--- src/rtl/word_aligner_9b_pkg.sv ---
// Shared calibration receive-path definitions: aligner state encoding, the
// calibration sync code word and the code word width.
package word_aligner_9b_pkg;

  localparam int CAL_CODE_W = 9;

  localparam logic [CAL_CODE_W-1:0] CAL_SYNC_WORD = 9'h1C7;

  typedef enum logic [1:0] {
    ST_HUNT    = 2'd0,
    ST_CONFIRM = 2'd1,
    ST_LOCKED  = 2'd2
  } cal_state_e;

endpackage

--- src/rtl/word_aligner_9b.sv ---
// Serial-to-parallel word aligner: hunts for a repeated sync word, confirms it
// at the aligned boundary, then strobes out aligned 9-bit code words.
module word_aligner_9b
  import word_aligner_9b_pkg::*;
#(
  parameter logic [CAL_CODE_W-1:0] SYNC_WORD = CAL_SYNC_WORD,
  parameter int                    N_CONFIRM = 2
) (
  input  logic                  clk,
  input  logic                  rst,
  input  logic                  bit_in,
  input  logic                  bit_valid,
  input  logic                  realign,
  output logic [CAL_CODE_W-1:0] code_out,
  output logic                  code_valid,
  output logic                  is_sync,
  output logic                  locked,
  output logic                  align_err
);

  localparam logic [2:0] N_CONF_L = 3'(N_CONFIRM);

  cal_state_e            state_q, state_d;
  logic [CAL_CODE_W-1:0] win_q, win_d;
  logic [3:0]            fill_q, fill_d;
  logic [3:0]            bit_cnt_q, bit_cnt_d;
  logic [2:0]            conf_cnt_q, conf_cnt_d;
  logic [CAL_CODE_W-1:0] code_out_q, code_out_d;
  logic                  code_valid_q, code_valid_d;
  logic                  is_sync_q, is_sync_d;
  logic                  locked_q, locked_d;
  logic                  align_err_q, align_err_d;

  logic [CAL_CODE_W-1:0] nxt;
  logic                  sync_hit;
  logic                  boundary;
  logic [2:0]            conf_inc;

  assign nxt      = {win_q[CAL_CODE_W-2:0], bit_in};
  assign sync_hit = (nxt == SYNC_WORD);
  assign boundary = bit_valid && (bit_cnt_q == 4'd8);
  assign conf_inc = conf_cnt_q + 3'd1;

  always_ff @(posedge clk) begin
    if (rst) begin
      state_q      <= ST_HUNT;
      win_q        <= '0;
      fill_q       <= '0;
      bit_cnt_q    <= '0;
      conf_cnt_q   <= '0;
      code_out_q   <= '0;
      code_valid_q <= 1'b0;
      is_sync_q    <= 1'b0;
      locked_q     <= 1'b0;
      align_err_q  <= 1'b0;
    end else begin
      state_q      <= state_d;
      win_q        <= win_d;
      fill_q       <= fill_d;
      bit_cnt_q    <= bit_cnt_d;
      conf_cnt_q   <= conf_cnt_d;
      code_out_q   <= code_out_d;
      code_valid_q <= code_valid_d;
      is_sync_q    <= is_sync_d;
      locked_q     <= locked_d;
      align_err_q  <= align_err_d;
    end
  end

  // Next state and counters; a realign discards the bit offered with it.
  always_comb begin
    state_d    = state_q;
    win_d      = win_q;
    fill_d     = fill_q;
    bit_cnt_d  = bit_cnt_q;
    conf_cnt_d = conf_cnt_q;
    if (realign) begin
      state_d    = ST_HUNT;
      fill_d     = '0;
      bit_cnt_d  = '0;
      conf_cnt_d = '0;
    end else if (bit_valid) begin
      win_d     = nxt;
      fill_d    = (fill_q >= 4'd9) ? 4'd9 : fill_q + 4'd1;
      bit_cnt_d = (bit_cnt_q == 4'd8) ? 4'd0 : bit_cnt_q + 4'd1;
      case (state_q)
        ST_HUNT: begin
          if ((fill_q >= 4'd8) && sync_hit) begin
            bit_cnt_d  = '0;
            conf_cnt_d = '0;
            state_d    = ST_CONFIRM;
          end
        end
        ST_CONFIRM: begin
          if (bit_cnt_q == 4'd8) begin
            if (sync_hit) begin
              conf_cnt_d = conf_inc;
              if (conf_inc == N_CONF_L) state_d = ST_LOCKED;
            end else begin
              state_d = ST_HUNT;
            end
          end
        end
        ST_LOCKED: ;
        default: state_d = ST_HUNT;
      endcase
    end
  end

  always_comb begin
    code_out_d   = code_out_q;
    code_valid_d = 1'b0;
    is_sync_d    = is_sync_q;
    align_err_d  = 1'b0;
    locked_d     = (state_d == ST_LOCKED);
    if (!realign && boundary) begin
      if (state_q == ST_LOCKED) begin
        code_out_d   = nxt;
        code_valid_d = 1'b1;
        is_sync_d    = sync_hit;
      end else if (state_q == ST_CONFIRM && !sync_hit) begin
        align_err_d = 1'b1;
      end
    end
  end

  assign code_out   = code_out_q;
  assign code_valid = code_valid_q;
  assign is_sync    = is_sync_q;
  assign locked     = locked_q;
  assign align_err  = align_err_q;

endmodule

--- config.mk ---
export PLATFORM = sky130hd
export DESIGN_NAME = word_aligner_9b
export DESIGN_NICKNAME = d
export VERILOG_FILES = /design/src/rtl/word_aligner_9b_pkg.sv /design/src/rtl/word_aligner_9b.sv
export SDC_FILE = /design/constraint.sdc
export NUM_CORES = 1
export LEC_CHECK = 0
export ABC_AREA = 1
export ABC_CLOCK_PERIOD_IN_PS = 1800
export BUFFER_PORTS_ARGS = -buffer_cell sky130_fd_sc_hd__buf_2
export CAP_MARGIN = 20
export CORE_MARGIN = 2
export CORE_UTILIZATION = 51
export CTS_CLUSTER_SIZE = 14
export DETAILED_ROUTE_END_ITERATION = 10
export GPL_TIMING_DRIVEN = 0
export PLACE_DENSITY_LB_ADDON = 0.12
export SKIP_LAST_GASP = 1
export SLEW_MARGIN = 0
export SYNTH_ARGS = -nofsm -noshare
export SYNTH_HDL_FRONTEND = slang
export SYNTH_SLANG_ARGS = --single-unit
--- constraint.sdc ---
create_clock -name clk -period 1.8 [get_ports clk]
set_clock_uncertainty 0.15 [all_clocks]
set_input_delay 0.27 -clock clk [delete_from_list [all_inputs] [get_ports clk]]
set_output_delay 0.27 -clock clk [all_outputs]
set_load 0.05 [all_outputs]
==> reports/metrics.json <==
{
  "floorplan": {
    "pin_count": 18,
    "die-area_um2": 3660,
    "placeable_core_region_um2": 3050,
    "die_h_um": 60.5,
    "starting_utilization_of_the_core_area": 0.533,
    "die_x_um": 60.5,
    "core.rowCount": 20
  },
  "sta": {
    "grt_setup_unrepaired": "no",
    "finalCriticalPeriod_ns": 1.63,
    "final_critical_path_setup_slack_ns": 0.169,
    "max_freq_ghz": 0.613,
    "period_share": 0.906,
    "hold-worst-slack_ns": 0.0398,
    "slew_viol_final": 0,
    "worst_relative_slew_slack": 0.696,
    "transition_time_at_the_pin_with_the_least_slew_margin_ns": 0.456,
    "timing.final.setup_violations": 0,
    "tns_ns": 0,
    "timing.final.hold_violations": 0
  },
  "global_route": {
    "track_usage": 0.201,
    "via_count_of_the_first_global_routing_pass": 1254,
    "grt_pass1_wl_um": 5430,
    "initial_antenna_violation_count": 0,
    "maximum_number_of_pins_on_one_net_before_global_route_repair": 12,
    "overflow": 0
  },
  "cts": {
    "clk-insertion-delay-late_ns": 0.34,
    "clockBufferDepth": 2,
    "cts.sink_count": 34,
    "tritoncts": "yes",
    "cts_post_setup_buffers_inserted": 0,
    "clock_tree.root_cell": "sky130_fd_sc_hd__clkbuf_4",
    "cts.hold.buffers_added": 0,
    "worst_setup_hold_path_clk_slew_ns": 0.10,
    "cts_max_level": 2,
    "tritoncts.num_buffers": 5
  },
  "power_and_ir_drop": {
    "power_per_cell_area_nw_per_um2": 731,
    "total_power_mw": 1.34,
    "p_leak_nw": 0.770,
    "max-vdd-ir-drop_mv": 0.439
  },
  "critical_path": {
    "critical_path.slowest_cell": "sky130_fd_sc_hd__dfxtp_1",
    "ff2ff_path_depth": 10,
    "worstPathRequired_ns": 1.88,
    "worstSetupEndpointType": "flop",
    "crit_path_max_fanout": 10,
    "setup.worst_path.start_class": "flop",
    "worst_path_largest_cell_delay_ns": 0.35,
    "worstReg2RegEnd": "state_q[0]",
    "setup.worst_path.start": "bit_cnt_q[0]",
    "timing.reg2reg.setup_slack_ns": 0.17,
    "worstSetupPathType": "flop to flop",
    "timing.critical_path.mode_cell": "sky130_fd_sc_hd__nand2_1",
    "crit_arrival_ns": 1.71,
    "cp_cell_sequence": "inv_1 > ha_1 > nand3_4 > inv_2 > buf_6 > nand2_1 > nand2_1 > nand3_2 > nand2_2 > nor2_2",
    "worstReg2RegStart": "bit_cnt_q[0]"
  },
  "layout": {
    "drive_gt1_frac": 0.242,
    "layout-area-overhead-vs-synth_pct": 13.0,
    "layout.filler_cells": 303,
    "num-nets-final": 242,
    "n_antenna_cell": 0,
    "final_cells": 275
  },
  "placement": {
    "numPlacedInstances": 267,
    "gp_congestion": 0.870,
    "pre_cts_slack_ns": 0.165,
    "dp_hpwl_um": 2450,
    "buffers_on_ports": 17
  },
  "synth": {
    "synth.cells.most_frequent": "sky130_fd_sc_hd__nand2_1 (36), sky130_fd_sc_hd__dfxtp_1 (34), sky130_fd_sc_hd__nor2_1 (25)",
    "yosys-top-cells-area": "sky130_fd_sc_hd__dfxtp_1 (42%), sky130_fd_sc_hd__nand2_1 (8.3%), sky130_fd_sc_hd__a21oi_1 (6.5%)",
    "ys_async_sr_fraction": 0,
    "yosysUniqueCellTypes": 28,
    "synth_area_um2": 1630,
    "synthCells": 206,
    "yosys.area.top_type": "sky130_fd_sc_hd__dfxtp_1",
    "postSynth.topFlopCell": "sky130_fd_sc_hd__dfxtp_1",
    "synth_edf_count": 0,
    "synth_seq_area_share": 0.418,
    "synth-warning-count": 0,
    "synth_top_area_frac": 0.418,
    "synth.most_common_cell": "sky130_fd_sc_hd__nand2_1",
    "postSynthNetCount": 218,
    "synthesis.area_per_instance_um2": 7.90,
    "flip_flop_and_latch_count_after_synthesis": 34
  },
  "min_path": {
    "hold_end": "align_err",
    "hp-start": "rst",
    "hold_class": "primary input to flop",
    "number_of_cells_on_the_worst_hold_path": 2
  },
  "routing": {
    "drc": 0,
    "via_count": 1405,
    "detail_route.vias_per_cell": 5.11,
    "postRouteAntennaNets": 0,
    "drtIter0Drc": 70,
    "first_pass_iters": 4,
    "drt_wl_total_um": 3170,
    "route.detailed.wl_per_inst_um": 11.5
  },
  "job": {
    "max_cap_viol_count": 0
  },
  "status": {
    "run_status": "complete, no violations"
  }
}
[worst max path at each step]
stage | to
after floorplan | state_q[0]
after global placement | state_q[0]
after detailed placement | state_q[0]
after CTS | state_q[0]
after global routing | state_q[0]
final | state_q[0]
[final cells by class]
cell class,count,area (um^2),area share
multi-input cells,142,820,0.446
flip-flops and latches,34,681,0.370
inverters,23,87.6,0.0476
repair buffers,17,85.1,0.0463
well taps,44,55.1,0.0299
clock buffers,6,51.3,0.0279
plain buffers,7,47.5,0.0259
clock inverters,2,12.5,0.00680
[registers in the layout, summed over array words and instances, names as in the netlist, 2 cells and up]
name and cells:
code_out 9, win_q 8, bit_cnt_q 4, fill_q 4, conf_cnt_q 3, state_q 2
[metrics by stage]
step,util,cell area [um^2]
2_1_floorplan,-,1630
3_3_place_gp,0.579,1770
3_5_place_dp,0.579,1770
4_1_cts,0.600,1830
5_1_grt,0.602,1840
6_report,0.602,1840
[worst max-delay path: cells and delay by family (launching register included)]
family	cells	cell delay, ns
AND/OR/NAND/NOR	6	0.47
flip-flops	1	0.35
adder cells (fa/ha/maj)	1	0.24
buffers and inverters	3	0.31
[cell usage in the layout, fill, tap and decap left out, types with 3 or more instances in the layout]
cell | Yosys | layout
sky130_fd_sc_hd__nand2_1 | 36 | 36
sky130_fd_sc_hd__dfxtp_1 | 34 | 34
sky130_fd_sc_hd__nor2_1 | 25 | 25
sky130_fd_sc_hd__a21oi_1 | 21 | 21
sky130_fd_sc_hd__buf_2 | 2 | 19
sky130_fd_sc_hd__inv_1 | 15 | 15
sky130_fd_sc_hd__nand4_1 | 12 | 12
sky130_fd_sc_hd__inv_2 | 7 | 7
sky130_fd_sc_hd__ha_1 | 7 | 7
sky130_fd_sc_hd__nand3_1 | 6 | 6
sky130_fd_sc_hd__a211oi_1 | 6 | 6
sky130_fd_sc_hd__o21ai_0 | 5 | 5
sky130_fd_sc_hd__clkbuf_4 | 0 | 5
sky130_fd_sc_hd__nand3_2 | 5 | 4
sky130_fd_sc_hd__nor2_2 | 3 | 3
sky130_fd_sc_hd__nand2_2 | 3 | 3
sky130_fd_sc_hd__nor2_4 | 3 | 3
[cells by family after synthesis]
logic type	Yosys count	share of synthesized area
AO/OA/AOI/OAI	35	0.123
adder cells (fa/ha/maj)	7	0.0538
AND/OR/NAND/NOR	99	0.317
buffers and inverters	30	0.0830
XOR/XNOR	1	0.00538
flip-flops	34	0.418
[power breakdown]
part / internal (mW) / leakage, nW / switching [mW] / total (mW)
combinational: 0.0360 / 0.461 / 0.0786 / 0.115
clock: 0.188 / 0.0343 / 0.262 / 0.449
sequential: 0.767 / 0.276 / 0.0138 / 0.780
[routing by layer]
layer	share of wire	track usage	wire length [um]
met5	0	0	0
met4	0.015	0.0932	47
met3	0.042	0.0448	132
met2	0.44	0.307	1410
met1	0.50	0.272	1580
[what timing repair did]
action	4_1_cts	5_1_grt
endpoints found under the setup margin	0	1
hold endpoints to repair	0	0
resized for setup	0	1
(Power assumes the default switching activity.)
